$ cat src/rtl/tcp_rx_read_scheduler.sv
// tcp_rx_read_scheduler: queues RX notifications and runs one read_package request at a time through to tlast.
// Define TCP_RX_SCHED_LEN_CHECK_EN to also flag reads whose received byte count differs from the notified length.
module tcp_rx_read_scheduler #(
  parameter int          NOTIF_DEPTH   = 16,
  parameter int          FIFO_THRESH   = 1000,
  parameter logic [31:0] TIMEOUT_CYCLE = 32'h0EE6_B280
) (
  input  logic        clk,
  input  logic        rstn,
  input  logic        s_notif_valid,
  output logic        s_notif_ready,
  input  logic [87:0] s_notif_data,
  output logic        m_read_pkg_valid,
  input  logic        m_read_pkg_ready,
  output logic [31:0] m_read_pkg_data,
  input  logic        rx_meta_valid,
  input  logic [15:0] rx_meta_session,
  input  logic        rx_data_fire,
  input  logic [63:0] rx_data_keep,
  input  logic        rx_data_last,
  input  logic [31:0] rx_fifo_count,
  output logic        busy,
  output logic [31:0] stat_reads,
  output logic [31:0] stat_timeouts,
  output logic [31:0] stat_drops,
  output logic [31:0] stat_errors
);
  localparam int AW = $clog2(NOTIF_DEPTH);
  localparam logic [1:0] IDLE = 2'd0, ISSUE = 2'd1, WAIT_META = 2'd2, WAIT_DATA = 2'd3;
  logic [1:0]    state;
  logic [31:0]   q_mem [NOTIF_DEPTH];
  logic [AW-1:0] wr_ptr, rd_ptr;
  logic [AW:0]   q_cnt;
  logic [15:0]   cur_session, cur_len, n_len;
  logic [31:0]   timer;
  logic          last_seen, full, empty, push, drop, pop, waiting, tap, last_now, done, tmo, sess_err, len_err;
  logic [32:0]   err_sum;
  logic          unused_notif;
  assign n_len = s_notif_data[31:16];
  assign unused_notif = ^s_notif_data[87:32];
  assign full = q_cnt == (AW+1)'(NOTIF_DEPTH);
  assign empty = q_cnt == '0;
  assign s_notif_ready = ~full;
  assign push = s_notif_valid & ~full & (n_len != 16'd0);
  assign drop = s_notif_valid & ~full & (n_len == 16'd0);
  assign pop = (state == IDLE) & ~empty & (rx_fifo_count <= 32'(FIFO_THRESH));
  assign waiting = (state == WAIT_META) | (state == WAIT_DATA);
  assign tap = rx_meta_valid | rx_data_fire;
  assign last_now = rx_data_fire & rx_data_last;
  // A last beat seen before metadata parks the read in WAIT_META until metadata completes it.
  assign done = ((state == WAIT_META) & rx_meta_valid & (last_seen | last_now)) | ((state == WAIT_DATA) & last_now);
  assign tmo = waiting & ~tap & (timer == TIMEOUT_CYCLE - 32'd1);
  assign sess_err = (state == WAIT_META) & rx_meta_valid & (rx_meta_session != cur_session);
  assign m_read_pkg_valid = state == ISSUE;
  assign m_read_pkg_data = {cur_len, cur_session};
  assign busy = state != IDLE;
`ifdef TCP_RX_SCHED_LEN_CHECK_EN
  logic [16:0] byte_cnt, byte_nxt;
  logic [17:0] byte_sum;
  logic [6:0]  pc;
  always_comb begin
    pc = '0;
    for (int i = 0; i < 64; i++) pc = pc + 7'(rx_data_keep[i]);
  end
  assign byte_sum = {1'b0, byte_cnt} + (rx_data_fire ? 18'(pc) : 18'd0);
  assign byte_nxt = byte_sum[17] ? '1 : byte_sum[16:0];
  assign len_err = done & (byte_nxt != {1'b0, cur_len});
  always_ff @(posedge clk) begin
    if (!rstn || state == ISSUE) byte_cnt <= '0;
    else if (busy) byte_cnt <= byte_nxt;
  end
`else
  logic unused_keep;
  assign unused_keep = ^rx_data_keep;
  assign len_err = 1'b0;
`endif
  assign err_sum = {1'b0, stat_errors} + 33'(sess_err) + 33'(len_err);
  always_ff @(posedge clk) if (push) q_mem[wr_ptr] <= s_notif_data[31:0];
  always_ff @(posedge clk) begin
    if (!rstn) begin
      state <= IDLE;
      wr_ptr <= '0;
      rd_ptr <= '0;
      q_cnt <= '0;
      cur_session <= '0;
      cur_len <= '0;
      timer <= '0;
      last_seen <= 1'b0;
      stat_reads <= '0;
      stat_timeouts <= '0;
      stat_drops <= '0;
      stat_errors <= '0;
    end else begin
      if (push) wr_ptr <= wr_ptr + 1'b1;
      if (pop) rd_ptr <= rd_ptr + 1'b1;
      q_cnt <= q_cnt + (AW+1)'(push) - (AW+1)'(pop);
      timer <= (waiting & ~tap) ? timer + 32'd1 : 32'd0;
      last_seen <= (state == WAIT_META) & (last_seen | last_now);
      case (state)
        IDLE: if (pop) begin
          state <= ISSUE;
          cur_session <= q_mem[rd_ptr][15:0];
          cur_len <= q_mem[rd_ptr][31:16];
        end
        ISSUE: if (m_read_pkg_ready) state <= WAIT_META;
        WAIT_META: state <= (done | tmo) ? IDLE : rx_meta_valid ? WAIT_DATA : WAIT_META;
        default: state <= (done | tmo) ? IDLE : WAIT_DATA;
      endcase
      if (done && stat_reads != '1) stat_reads <= stat_reads + 32'd1;
      if (tmo && stat_timeouts != '1) stat_timeouts <= stat_timeouts + 32'd1;
      if (drop && stat_drops != '1) stat_drops <= stat_drops + 32'd1;
      stat_errors <= err_sum[32] ? '1 : err_sum[31:0];
    end
  end
endmodule
$ cat config.mk
export PLATFORM = sky130hd
export DESIGN_NAME = tcp_rx_read_scheduler
export DESIGN_NICKNAME = d
export VERILOG_FILES = /design/src/rtl/tcp_rx_read_scheduler.sv
export SDC_FILE = /design/constraint.sdc
export NUM_CORES = 1
export LEC_CHECK = 0
export CAP_MARGIN = 30
export CORE_UTILIZATION = 33
export CTS_CLUSTER_DIAMETER = 150
export DETAILED_ROUTE_END_ITERATION = 10
export DONT_BUFFER_PORTS = 1
export GPL_TIMING_DRIVEN = 0
export PLACE_DENSITY = 0.51
export SYNTH_ARGS = -nofsm -noshare
export SYNTH_HDL_FRONTEND = slang
export SYNTH_SLANG_ARGS = --single-unit
$ cat constraint.sdc
create_clock -name clk -period 7.3 [get_ports clk]
set_input_delay 0.73 -clock clk [delete_from_list [all_inputs] [get_ports clk]]
set_output_delay 0.73 -clock clk [all_outputs]
set_load 0.02 [all_outputs]
Word-level counts from Yosys, hierarchy flattened
Memories as Yosys holds them, arrays and structs flattened. A register that Yosys moved wholly into a read port is not among the register bits.
Index checks and enable logic that the tools add are counted.
{"block": "op_classes", "addsub": 9, "n_lt_le_gt_ge": 1, "n_eq_ne": 11, "mux": 9, "bitwise": 21, "reduce_logical": 12}
{"operator": "$add 32x1->32 const B", "count": 4}
{"operator": "$ne 32x32->1 const B", "count": 3}
{"operator": "$add 32x1->33", "count": 1}
{"operator": "$eq 32x28->1 const B", "count": 1}
{"operator": "$le 32x10->1 const B", "count": 1}
{"operator": "$mux 32", "count": 1}
{"operator": "$logic_not 16->1", "count": 1}
{"operator": "$ne 16x16->1", "count": 1}
{"operator": "$reduce_bool 16->1", "count": 1}
{"operator": "$and 1x1->1", "count": 13}
{"operator": "$add 4x1->4 const B", "count": 2}
{"operator": "$mux 2", "count": 4}
{"operator": "$pmux 2 s3", "count": 1}
{"operator": "$reduce_and 2->1", "count": 3}
{"operator": "$add 5x1->5", "count": 1}
{"operator": "$eq 5x5->1 const B", "count": 1}
{"operator": "$logic_not 5->1", "count": 1}
{"operator": "$or 1x1->1", "count": 5}
{"operator": "$sub 5x1->5", "count": 1}
{"operator": "$eq 2x2->1 const B", "count": 2}
{"operator": "$logic_and 1x1->1", "count": 3}
{"operator": "$mux 1", "count": 3}
{"operator": "$not 1->1", "count": 3}
{"operator": "$eq 2x1->1 const B", "count": 1}
{"operator": "other kinds (5)", "count": 5}
{"block": "word_totals", "reg_bits": 176, "ramBits": 512, "input_bits": 207, "elab_cells": 74, "mem_count": 1}
{"name": "q_mem", "words": 16, "width": 32, "rd": 1, "rd_clocked_by_memory_dff": 1, "write_ports": 1, "line_no": "31", "rtl": "logic [31:0] q_mem [NOTIF_DEPTH];"}

Depth between registers and ports, before layout
Gate-level depths: netlist (run 1).
{"block": "depth", "depth_word": 7, "mapped_depth": 15}

Worst setup path before layout (run 1)
OpenSTA, ideal clock, no wires.
{"block": "synth_timing", "path_kind": "input-to-reg", "startpoint": "input s_notif_data[24]", "endpoint": "memory q_mem[0][0], enable pin", "setup_ns": 0.461, "t_arrival_ns": 3.781, "path_slack_ns": 3.058, "cell_stages": 6, "n_path_buf": 1, "path_cell_list": "nor4_1 -> and4_1 -> clkbuf_1 -> nor2_1 -> nand2_1 -> nor3_1"}
{"block": "synth_between", "elab_chain_len": 4}
{"item": "from (decl)", "line_no": "12", "rtl": "input logic [87:0] s_notif_data,"}
{"item": "$reduce_bool 16->1", "line_no": "44", "rtl": "assign push = s_notif_valid & ~full & (n_len != 16'd0);"}
{"item": "$and 1x1->1", "line_no": "44"}
{"item": "$mux 1", "line_no": "78", "rtl": "always_ff @(posedge clk) if (push) q_mem[wr_ptr] <= s_notif_data[31:0];"}
{"item": "$mux 1 (implied by the code)", "line_no": "78"}
{"item": "to (decl)", "line_no": "31"}
Every way passes these cells.

Worst setup path in the final report (run 1)
{"block": "layout_timing", "startpoint": "register cur_session[12] (read register of q_mem)", "endpoint": "register stat_errors[20]"}
{"block": "layout_between", "elab_chain_len": 4}
{"item": "from (decl)", "line_no": "34", "rtl": "logic [15:0] cur_session, cur_len, n_len;"}
{"item": "$ne 16x16->1", "line_no": "53", "rtl": "assign sess_err = (state == WAIT_META) & rx_meta_valid & (rx_meta_session != cur_session);"}
{"item": "$and 1x1->1", "line_no": "53"}
{"item": "$add 32x1->33", "line_no": "77", "rtl": "assign err_sum = {1'b0, stat_errors} + 33'(sess_err) + 33'(len_err);"}
{"item": "$mux 32", "line_no": "112", "rtl": "stat_errors <= err_sum[32] ? '1 : err_sum[31:0];"}
{"item": "to (signal assigned)", "line_no": "112"}
{"item": "to (decl)", "line_no": "26", "rtl": "output logic [31:0] stat_errors"}
Every way passes these cells.
A chain may end at the register's enable or synchronous reset.

==> metrics.cfg, run 1 <==
[grt]
overflow_left_after_global_routing=0
antenna_found_initial=6
grt_pass1_vias=18100
grt_max_degree=23
grt.met3_usage=0.0504
global_route_wire_length_before_repair_um=124000
globalRouteTotalUtil=0.189
global_route.usage.met1=0.251
grt.busiest_layer=met2
use_met2=0.306

[sta]
rsz0062_at_grt=no
fmax_mhz=224
period_needed_ps=4470
finalCritPeriodShare=0.612
worst_pin_slew_ps=976
final.setup.tns_ps=0
slew_viol_final=0
worst_slew_margin=0.349
number_of_failing_hold_endpoints_at_the_final_stage=0
clock_skew_ps=30.9
setup-violations-final=0

[layout]
drive_gt1_frac=0.162
layout.filler_cells=8134
layoutNonFillerInstCount=3299
area.growth.synth_to_final_pct=16.5
num-nets-final=2300

[detailed_routing]
route.final.wire_length_um=85600
drt_pass1_iterations=6
via_per_inst=5.53
vias=18300
drt_first_iter_violations=1735
drt.antenna.violating_nets=0
wl_per_cell_um=25.9
count_of_unresolved_drc_violations_after_routing=0

[setup_path]
reg2reg_setup_slack_ps=2830
timing_worst_setup_path_type=reg2reg
end_kind=register
required_ps=7850
worst_path_max_fanout=10
rr_startpoint=cur_session[12]
timing.critical_path.from_type=register
timing.critical_path.from=cur_session[12]
worstPathArrival_ps=5020

[logic_synthesis]
ys.flop_type=sky130_fd_sc_hd__edfxtp_1
netlist.area_leader.share=0.528
post_synth_instance_area_mm2=0.0291
synth-compound-area-share=0.0655
multiplexer_share_of_the_synthesized_area=0.109
ys_top_cells_by_area=sky130_fd_sc_hd__edfxtp_1 53%, sky130_fd_sc_hd__dfxtp_1 14%, sky130_fd_sc_hd__mux4_2 9.9%
post_synthesis_share_of_cell_area_spent_on_xor_and_xnor_gates=0.0235
ys_async_sr_fraction=0
yosys.area.top_type=sky130_fd_sc_hd__edfxtp_1
synth_fp_nets=2174
synth_cell_type_count=65
sequential_cell_area_fraction_in_the_yosys_report=0.671
synthSimpleGateAreaFrac=0.106
syn-mean-instance-area_um2=14.9
postSynthCellCount=1949
synth_edf_count=512
ys_warn_count=0
dominant_combinational_cell_family_by_area_after_synthesis=multiplexers
synth.ff_latch_count=720
post_synth_fa_ha_maj_area_fraction=0.00799

[clocking]
clk_latency_ps=660
cts.sinks=720
post_cts_hold_buffer_count=0
htree_num_levels=3
postCtsSetupBuffers=0
tritoncts.num_buffers=82
postcts_resize_cnt=0
clock_tree.root_cell=sky130_fd_sc_hd__clkbuf_16
ctsLongestPathBuffers=3
cts_tree=yes
cts.reportedPaths.clkPinSlew_ps=60

[power]
clock_network_fraction_of_total_power=0.457
sw_frac_of_total=0.217
p_switching_mw=1.93
p_leak_nw=10.3
ir_drop_mv=0.188
pwr_density_cell_mw_per_mm2=261
overall_power_mw=8.87
share_comb_of_total_power=0.037
share_seq_of_total_power=0.506
internal_dissipation_mw=6.94

[floorplanning]
rows=108
die_outline_area_mm2=0.0894
ios=370
core_area_mm2=0.0870
initial_utilization=0.335
die_h_um=299
fp.dieW_um=299

[flow_run]
cap_violations=0

[placement]
port_buf_inserts=0
place.gp.congestion=0.888
post-place-cells=3143
post-dp-hpwl_um=59300

[min_path]
hp-class=in2reg
hold_start=s_notif_data[5]

[run_status]
status=finished, final reports clean

## state kept, by name, indices dropped and copies added (netlist names)
name and count:
cur_len 16, stat_reads 32, stat_errors 32, timer 32, q_cnt 5, state 2
cur_session 16, q_mem 512, wr_ptr 4, last_seen 1, rd_ptr 4, stat_timeouts 32
stat_drops 32
## kinds of logic (layout without fill, tap and decap cells)
group / after synthesis / count (layout)
AO/OA/AOI/OAI: 287 / 287
AND/OR/NAND/NOR: 560 / 560
multiplexers: 157 / 157
flip-flops: 720 / 720
buffers and inverters: 129 / 320
adder cells (fa/ha/maj): 18 / 18
other: 0 / 4
XOR/XNOR: 78 / 78
## area by class of cell
cell class              instances  area (um2)  area share
flip-flops and latches        720       19500       0.576
multi-input cells            1100        9190       0.271
clock buffers                 109        2240      0.0662
well taps                    1155        1450      0.0426
repair buffers                 42         583      0.0172
plain buffers                 105         415      0.0122
clock inverters                40         405      0.0120
inverters                      24        90.1     0.00266
diodes                          4        10.0    0.000295
## cells in the mapped netlist (17+ instances only)
cell	number
sky130_fd_sc_hd__a21oi_1	93
sky130_fd_sc_hd__a221oi_1	32
sky130_fd_sc_hd__a22o_1	32
sky130_fd_sc_hd__and3_1	20
sky130_fd_sc_hd__and4_1	20
sky130_fd_sc_hd__buf_2	17
sky130_fd_sc_hd__clkbuf_1	81
sky130_fd_sc_hd__dfxtp_1	208
sky130_fd_sc_hd__edfxtp_1	512
sky130_fd_sc_hd__ha_1	17
sky130_fd_sc_hd__inv_1	22
sky130_fd_sc_hd__mux2i_1	29
sky130_fd_sc_hd__mux4_2	128
sky130_fd_sc_hd__nand2_1	127
sky130_fd_sc_hd__nand2b_1	30
sky130_fd_sc_hd__nand3_1	71
sky130_fd_sc_hd__nand4_1	40
sky130_fd_sc_hd__nor2_1	80
sky130_fd_sc_hd__nor3_1	23
sky130_fd_sc_hd__nor4_1	39
sky130_fd_sc_hd__o21ai_0	34
sky130_fd_sc_hd__o22ai_1	32
sky130_fd_sc_hd__o31ai_1	31
sky130_fd_sc_hd__or3_1	27
sky130_fd_sc_hd__or4_1	31
sky130_fd_sc_hd__xnor2_1	19
sky130_fd_sc_hd__xor2_1	59
## power groups by stage
stage	Sequential [mW]	Combinational, mW	Clock [mW]
global placement	4.58	0.285	0
detailed placement	4.57	0.334	0
CTS	4.49	0.335	4.13
finish	4.49	0.330	4.05
floorplan	4.57	0.180	0
global route	4.49	0.359	4.28
## metrics by stage
step           utilization  area, um2  worst slack (ps)  hold WS [ps]
6_report             0.390      33900              2830           169
2_1_floorplan            -      29100              3060           438
3_5_place_dp         0.359      31200              2220           477
4_1_cts              0.389      33900              2220           122
3_3_place_gp         0.351      30600              -787           462
5_1_grt              0.390      33900              2390           124
## worst max-delay path, cell delays in order (launching register included)
cell	delay, ps
sky130_fd_sc_hd__dfxtp_1	550
sky130_fd_sc_hd__xor2_1	570
sky130_fd_sc_hd__nor4_1	110
sky130_fd_sc_hd__nand4_1	110
sky130_fd_sc_hd__and4b_1	260
sky130_fd_sc_hd__ha_1	290
sky130_fd_sc_hd__ha_1	290
sky130_fd_sc_hd__nand4_1	370
sky130_fd_sc_hd__nor4_1	700
sky130_fd_sc_hd__nand3_1	560
sky130_fd_sc_hd__clkbuf_1	370
sky130_fd_sc_hd__a21oi_1	190
## final timing paths
check                    endpoint  cells past startpoint
setup / recovery  stat_errors[20]                     11
hold / removal        q_mem[4][5]                      0
setup reg to reg  stat_errors[20]                     11
hold reg to reg          timer[0]                      1
## metal layers
layer	routed length, um	vias to the layer above
li1	-	8028
met1	36100	9436
met2	40700	671
met3	6930	119
met4	1850	2
met5	19	-
## cells in the final DEF (no fill, tap or decap), types with 20 or more instances in the layout
master and instances:
sky130_fd_sc_hd__edfxtp_1 512, sky130_fd_sc_hd__nand4_1 40, sky130_fd_sc_hd__o21ai_0 34, sky130_fd_sc_hd__inv_1 22, sky130_fd_sc_hd__nand2_1 127, sky130_fd_sc_hd__and3_1 20, sky130_fd_sc_hd__nand3_1 71, sky130_fd_sc_hd__a221oi_1 32
sky130_fd_sc_hd__o22ai_1 32, sky130_fd_sc_hd__mux2i_1 29, sky130_fd_sc_hd__o31ai_1 31, sky130_fd_sc_hd__a22o_1 32, sky130_fd_sc_hd__nor4_1 39, sky130_fd_sc_hd__mux4_2 128, sky130_fd_sc_hd__xor2_1 59, sky130_fd_sc_hd__a21oi_1 93
sky130_fd_sc_hd__or3_1 27, sky130_fd_sc_hd__nor2_1 68, sky130_fd_sc_hd__clkbuf_16 83, sky130_fd_sc_hd__nand2b_1 30, sky130_fd_sc_hd__dfxtp_1 208, sky130_fd_sc_hd__clkbuf_1 100, sky130_fd_sc_hd__and4_1 20, sky130_fd_sc_hd__or4_1 31
(Power assumes the default switching activity.)
==> run 2: changes to the inputs <==
==> constraint.sdc (replaced) <==
create_clock -name clk -period 4.4 [get_ports clk]
set_input_delay 0.44 -clock clk [delete_from_list [all_inputs] [get_ports clk]]
set_output_delay 0.44 -clock clk [all_outputs]
set_load 0.02 [all_outputs]
==> metrics.cfg, run 2 (synthesis results as in run 1) <==
[detailed_routing]
vias=18400
via_per_inst=5.54
wl_per_cell_um=26.0
count_of_unresolved_drc_violations_after_routing=0
route.final.wire_length_um=86600
drt.antenna.violating_nets=0
drt_first_iter_violations=1763
drt_pass1_iterations=6

[clocking]
clock_tree.root_cell=sky130_fd_sc_hd__clkbuf_16
cts.sinks=720
tritoncts.num_buffers=82
cts.reportedPaths.clkPinSlew_ps=60
ctsLongestPathBuffers=3
postCtsSetupBuffers=0
clk_latency_ps=660
cts_tree=yes
htree_num_levels=3

[grt]
antenna_found_initial=8
grt_pass1_vias=18300
overflow_left_after_global_routing=0
grt_max_degree=23
globalRouteTotalUtil=0.191
global_route_wire_length_before_repair_um=126000

[layout]
post_route_core_utilization=0.394
layout.filler_cells=8115
ff_latch_area_mm2=0.0195
area.growth.synth_to_final_pct=17.8
regMostFlops=q_mem
layoutNonFillerInstCount=3328
num-nets-final=2331
multiInputGateArea_mm2=0.00925
drive_gt1_frac=0.161
largest_reg_flops=512
layout_commonest_cell=sky130_fd_sc_hd__edfxtp_1
final_cell_mix=512 x sky130_fd_sc_hd__edfxtp_1, 207 x sky130_fd_sc_hd__dfxtp_1, 128 x sky130_fd_sc_hd__mux4_2

[setup_path]
critPathSlowestCell=sky130_fd_sc_hd__dfxtp_1
timing_worst_setup_path_type=reg2reg
cp_cell_instances=xor2_1, nor4_1, nand4_1, and4b_1, ha_1, ha_1, nand4_1, nor4_4, nand3_2, clkbuf_1, a21oi_1
end_kind=register
critical_path.max_stage_delay_ps=560
worst_path_max_fanout=10
timing.critical_path.from_type=register
worstPathArrival_ps=4620
required_ps=4960

[sta]
clock_skew_ps=30.9
setup-violations-final=0
slew_viol_final=0
period_needed_ps=4060
timing.hold.ws_ps=55.4
number_of_failing_hold_endpoints_at_the_final_stage=0
rsz0062_at_grt=no
finalCritPeriodShare=0.923
fmax_mhz=246
worst_slew_margin=0.361
worst_pin_slew_ps=945

[floorplanning]
rows=108
ios=370
initial_utilization=0.335
core_area_mm2=0.0870
fp.dieW_um=299
die_outline_area_mm2=0.0894
die_h_um=299

[flow_run]
cap_violations=0

[placement]
port_buf_inserts=0
post-place-cells=3143
place.gp.congestion=0.888
post-dp-hpwl_um=59300

[power]
p_leak_nw=10.4
ir_drop_mv=0.312
pwr_density_cell_mw_per_mm2=431

[min_path]
hp-class=in2reg

[run_status]
status=finished, final reports clean

## run 2: changes by cell type in the layout (fill, tap and decap cells not counted), moves of 2 or more
cell / before / now
sky130_fd_sc_hd__diode_2: 4 / 2
sky130_fd_sc_hd__dlygate4sd3_1: 0 / 34
sky130_fd_sc_hd__buf_4: 6 / 4
sky130_fd_sc_hd__xor2_4: 0 / 2
sky130_fd_sc_hd__xor2_1: 59 / 56
## run 2: final cells by class
cell class,instances,area share
clock inverter,40,0.0118
sequential,720,0.570
tap,1155,0.0421
buffer,104,0.0120
multi-input combinational,1100,0.270
clock buffer,109,0.0654
inverter,24,0.00263
timing repair buffer,74,0.0265
antenna,2,0.000146
## run 2: repair_timing
action	in CTS	in global routing
hold buffers	34	0
hold endpoints to repair	514	0
setup endpoints to repair	27	21
resized for setup	5	4
## run 2: worst paths after layout
kind                         from               to  slack, ps  depth (start not counted)
setup / recovery  cur_session[11]  stat_errors[17]        340                         11
setup reg to reg  cur_session[11]  stat_errors[17]        340                         11
hold / removal       rx_data_fire        last_seen         60                          2
hold reg to reg          timer[0]         timer[0]        480                          1
## run 2: per-stage QoR
stage | instance area [um2] | power [mW] | worst slack (ps) | setup TNS (ps)
after global routing | 34300 | 15.2 | 16.7 | 0
after global placement | 30600 | 8.08 | -3690 | -802700
final | 34300 | 14.8 | 337 | 0
after CTS | 34300 | 14.9 | 48.0 | 0
after floorplan | 29100 | 7.88 | 277 | 0
after detailed placement | 31200 | 8.14 | -634 | -14540
## run 2: critical path, delay by kind of cell, from the launching register on
kind / cells / cell delay (ps)
simple gates: 6 / 1750
fa+ha+maj: 2 / 580
flops: 1 / 560
xor+xnor: 1 / 550
buf+inv: 1 / 330
compound gates: 1 / 190
## run 2: power breakdown
group | leakage, nW | total [mW] | internal, mW | switching (mW)
clock | 1.29 | 6.72 | 3.90 | 2.81
sequential | 6.30 | 7.44 | 7.41 | 0.0386
combinational | 2.86 | 0.633 | 0.224 | 0.409
## run 2: metal layers
layer | share of wire | wire length (um) | GRT usage
met1 | 0.43 | 36900 | 0.256
met2 | 0.47 | 41100 | 0.310
met3 | 0.077 | 6670 | 0.0490
met4 | 0.021 | 1860 | 0.0482
met5 | 0.00077 | 67 | 0
==> run 3: changes to the inputs <==
--- a/config.mk
+++ b/config.mk
@@ -11,7 +11,7 @@
 export DETAILED_ROUTE_END_ITERATION = 10
 export DONT_BUFFER_PORTS = 1
 export GPL_TIMING_DRIVEN = 0
-export PLACE_DENSITY = 0.51
+export PLACE_DENSITY = 0.48
 export SYNTH_ARGS = -nofsm -noshare
 export SYNTH_HDL_FRONTEND = slang
 export SYNTH_SLANG_ARGS = --single-unit
==> metrics.cfg, run 3 (synthesis results as in run 1) <==
[placement]
port_buf_inserts=0
post-dp-hpwl_um=57900
place.gp.congestion=0.851
dp_slack_ps=-91.0
post-place-cells=3141
detailed_place.area_mm2=0.0312

[layout]
final_design_area_no_fill_mm2=0.0344
num-nets-final=2329
regMostFlops=q_mem
area.growth.synth_to_final_pct=18.2
largest_reg_flops=512
final_cell_mix=512 x sky130_fd_sc_hd__edfxtp_1, 208 x sky130_fd_sc_hd__dfxtp_1, 128 x sky130_fd_sc_hd__mux4_2
antenna-diode-count=0
drive_gt1_frac=0.164
layoutNonFillerInstCount=3326
post_route_core_utilization=0.396
layout_commonest_cell=sky130_fd_sc_hd__edfxtp_1

[min_path]
hp-class=in2reg
hold_start=m_read_pkg_ready

[sta]
number_of_failing_hold_endpoints_at_the_final_stage=0
final.setup.tns_ps=0
fmax_mhz=242
finalCritPeriodShare=0.940
period_needed_ps=4140
worst_slew_margin=0.329
post-route-worst-setup-slack_ps=263
timing.hold.ws_ps=52.5
rsz0062_at_grt=no
setup-violations-final=0
worst_pin_slew_ps=1010
clock_skew_ps=49.2
slew_viol_final=0

[flow_run]
cap_violations=0

[clocking]
tritoncts.num_buffers=82
cts_tree=yes
clk_latency_ps=650
postCtsSetupBuffers=0
cts.reportedPaths.clkPinSlew_ps=60
htree_num_levels=3
clock_tree.root_cell=sky130_fd_sc_hd__clkbuf_16
ctsLongestPathBuffers=3
cts.sinks=720

[power]
overall_power_mw=15.2
p_leak_nw=10.5
ir_drop_mv=0.293
pwr_density_cell_mw_per_mm2=443

[floorplanning]
ios=370
fp.dieW_um=299
initial_utilization=0.335
die_h_um=299
die_outline_area_mm2=0.0894
rows=108
core_area_mm2=0.0870

[setup_path]
critical_path.reg2reg.endpoint=stat_errors[22]
end_kind=register
required_ps=4920
crit_end=stat_errors[22]
timing.critical_path.from_type=register
worst_path_max_fanout=10
timing.critical_path.from=cur_session[11]
reg2reg_setup_slack_ps=260
rr_worst_depth=11
timing_worst_setup_path_type=reg2reg
worstPathArrival_ps=4660
rr_startpoint=cur_session[11]

[grt]
globalRouteTotalUtil=0.188
grt_pass1_vias=18500
antenna_found_initial=9
overflow_left_after_global_routing=0
global_route_wire_length_before_repair_um=124000
grt_max_degree=23

[detailed_routing]
count_of_unresolved_drc_violations_after_routing=0
wl_per_cell_um=25.7
drt_pass1_iterations=5
drt.antenna.violating_nets=0
vias=18200
route.final.wire_length_um=85600
drt_first_iter_violations=1466
via_per_inst=5.47

[run_status]
status=finished, final reports clean

==> run 3: layout make-up <==
| class | instances | area (um2) |
|---|---|---|
| fillers | 8082 | 52600 |
| flip-flops and latches | 720 | 19500 |
| multi-input cells | 1100 | 9200 |
| clock buffers | 115 | 2310 |
| well taps | 1155 | 1450 |
| repair buffers | 71 | 870 |
| clock inverters | 36 | 559 |
| plain buffers | 105 | 415 |
| inverters | 24 | 90.1 |
==> run 3: per-layer routing <==
metal | global-route usage | wire length, um
met1 | 0.243 | 35500
met5 | 0 | 41
met3 | 0.0504 | 6620
met4 | 0.0575 | 2090
met2 | 0.310 | 41300
==> run 3: how the worst min path moves through the flow <==
stage           endpoint  slack (ps)  cells after the start
2_1_floorplan   timer[0]         440                      1
3_3_place_gp    timer[0]         460                      1
3_5_place_dp    timer[0]         470                      1
4_1_cts         state[1]           6                      2
5_1_grt        last_seen          50                      2
6_report        state[1]          50                      2
==> run 3: what timing repair did <==
item                                   CTS  global route
resized for setup                        1             1
endpoints found under the hold margin  512             0
hold buffers                            32             0
setup endpoints to repair               20            20
==> run 3: where the power goes <==
group,leakage [nW],switching [mW],internal (mW)
sequential,6.30,0.0388,7.41
clock,1.38,2.84,4.34
combinational,2.82,0.401,0.217
==> run 3: critical path: stages, from the launching register on <==
cell and delay (ps):
sky130_fd_sc_hd__dfxtp_1 570, sky130_fd_sc_hd__xor2_2 520, sky130_fd_sc_hd__nor4_1 100, sky130_fd_sc_hd__nand4_1 110, sky130_fd_sc_hd__and4b_1 300, sky130_fd_sc_hd__ha_1 240, sky130_fd_sc_hd__ha_1 260, sky130_fd_sc_hd__nand4_1 350
sky130_fd_sc_hd__nor4_2 550, sky130_fd_sc_hd__nand3_1 430, sky130_fd_sc_hd__clkbuf_1 370, sky130_fd_sc_hd__a21oi_1 210
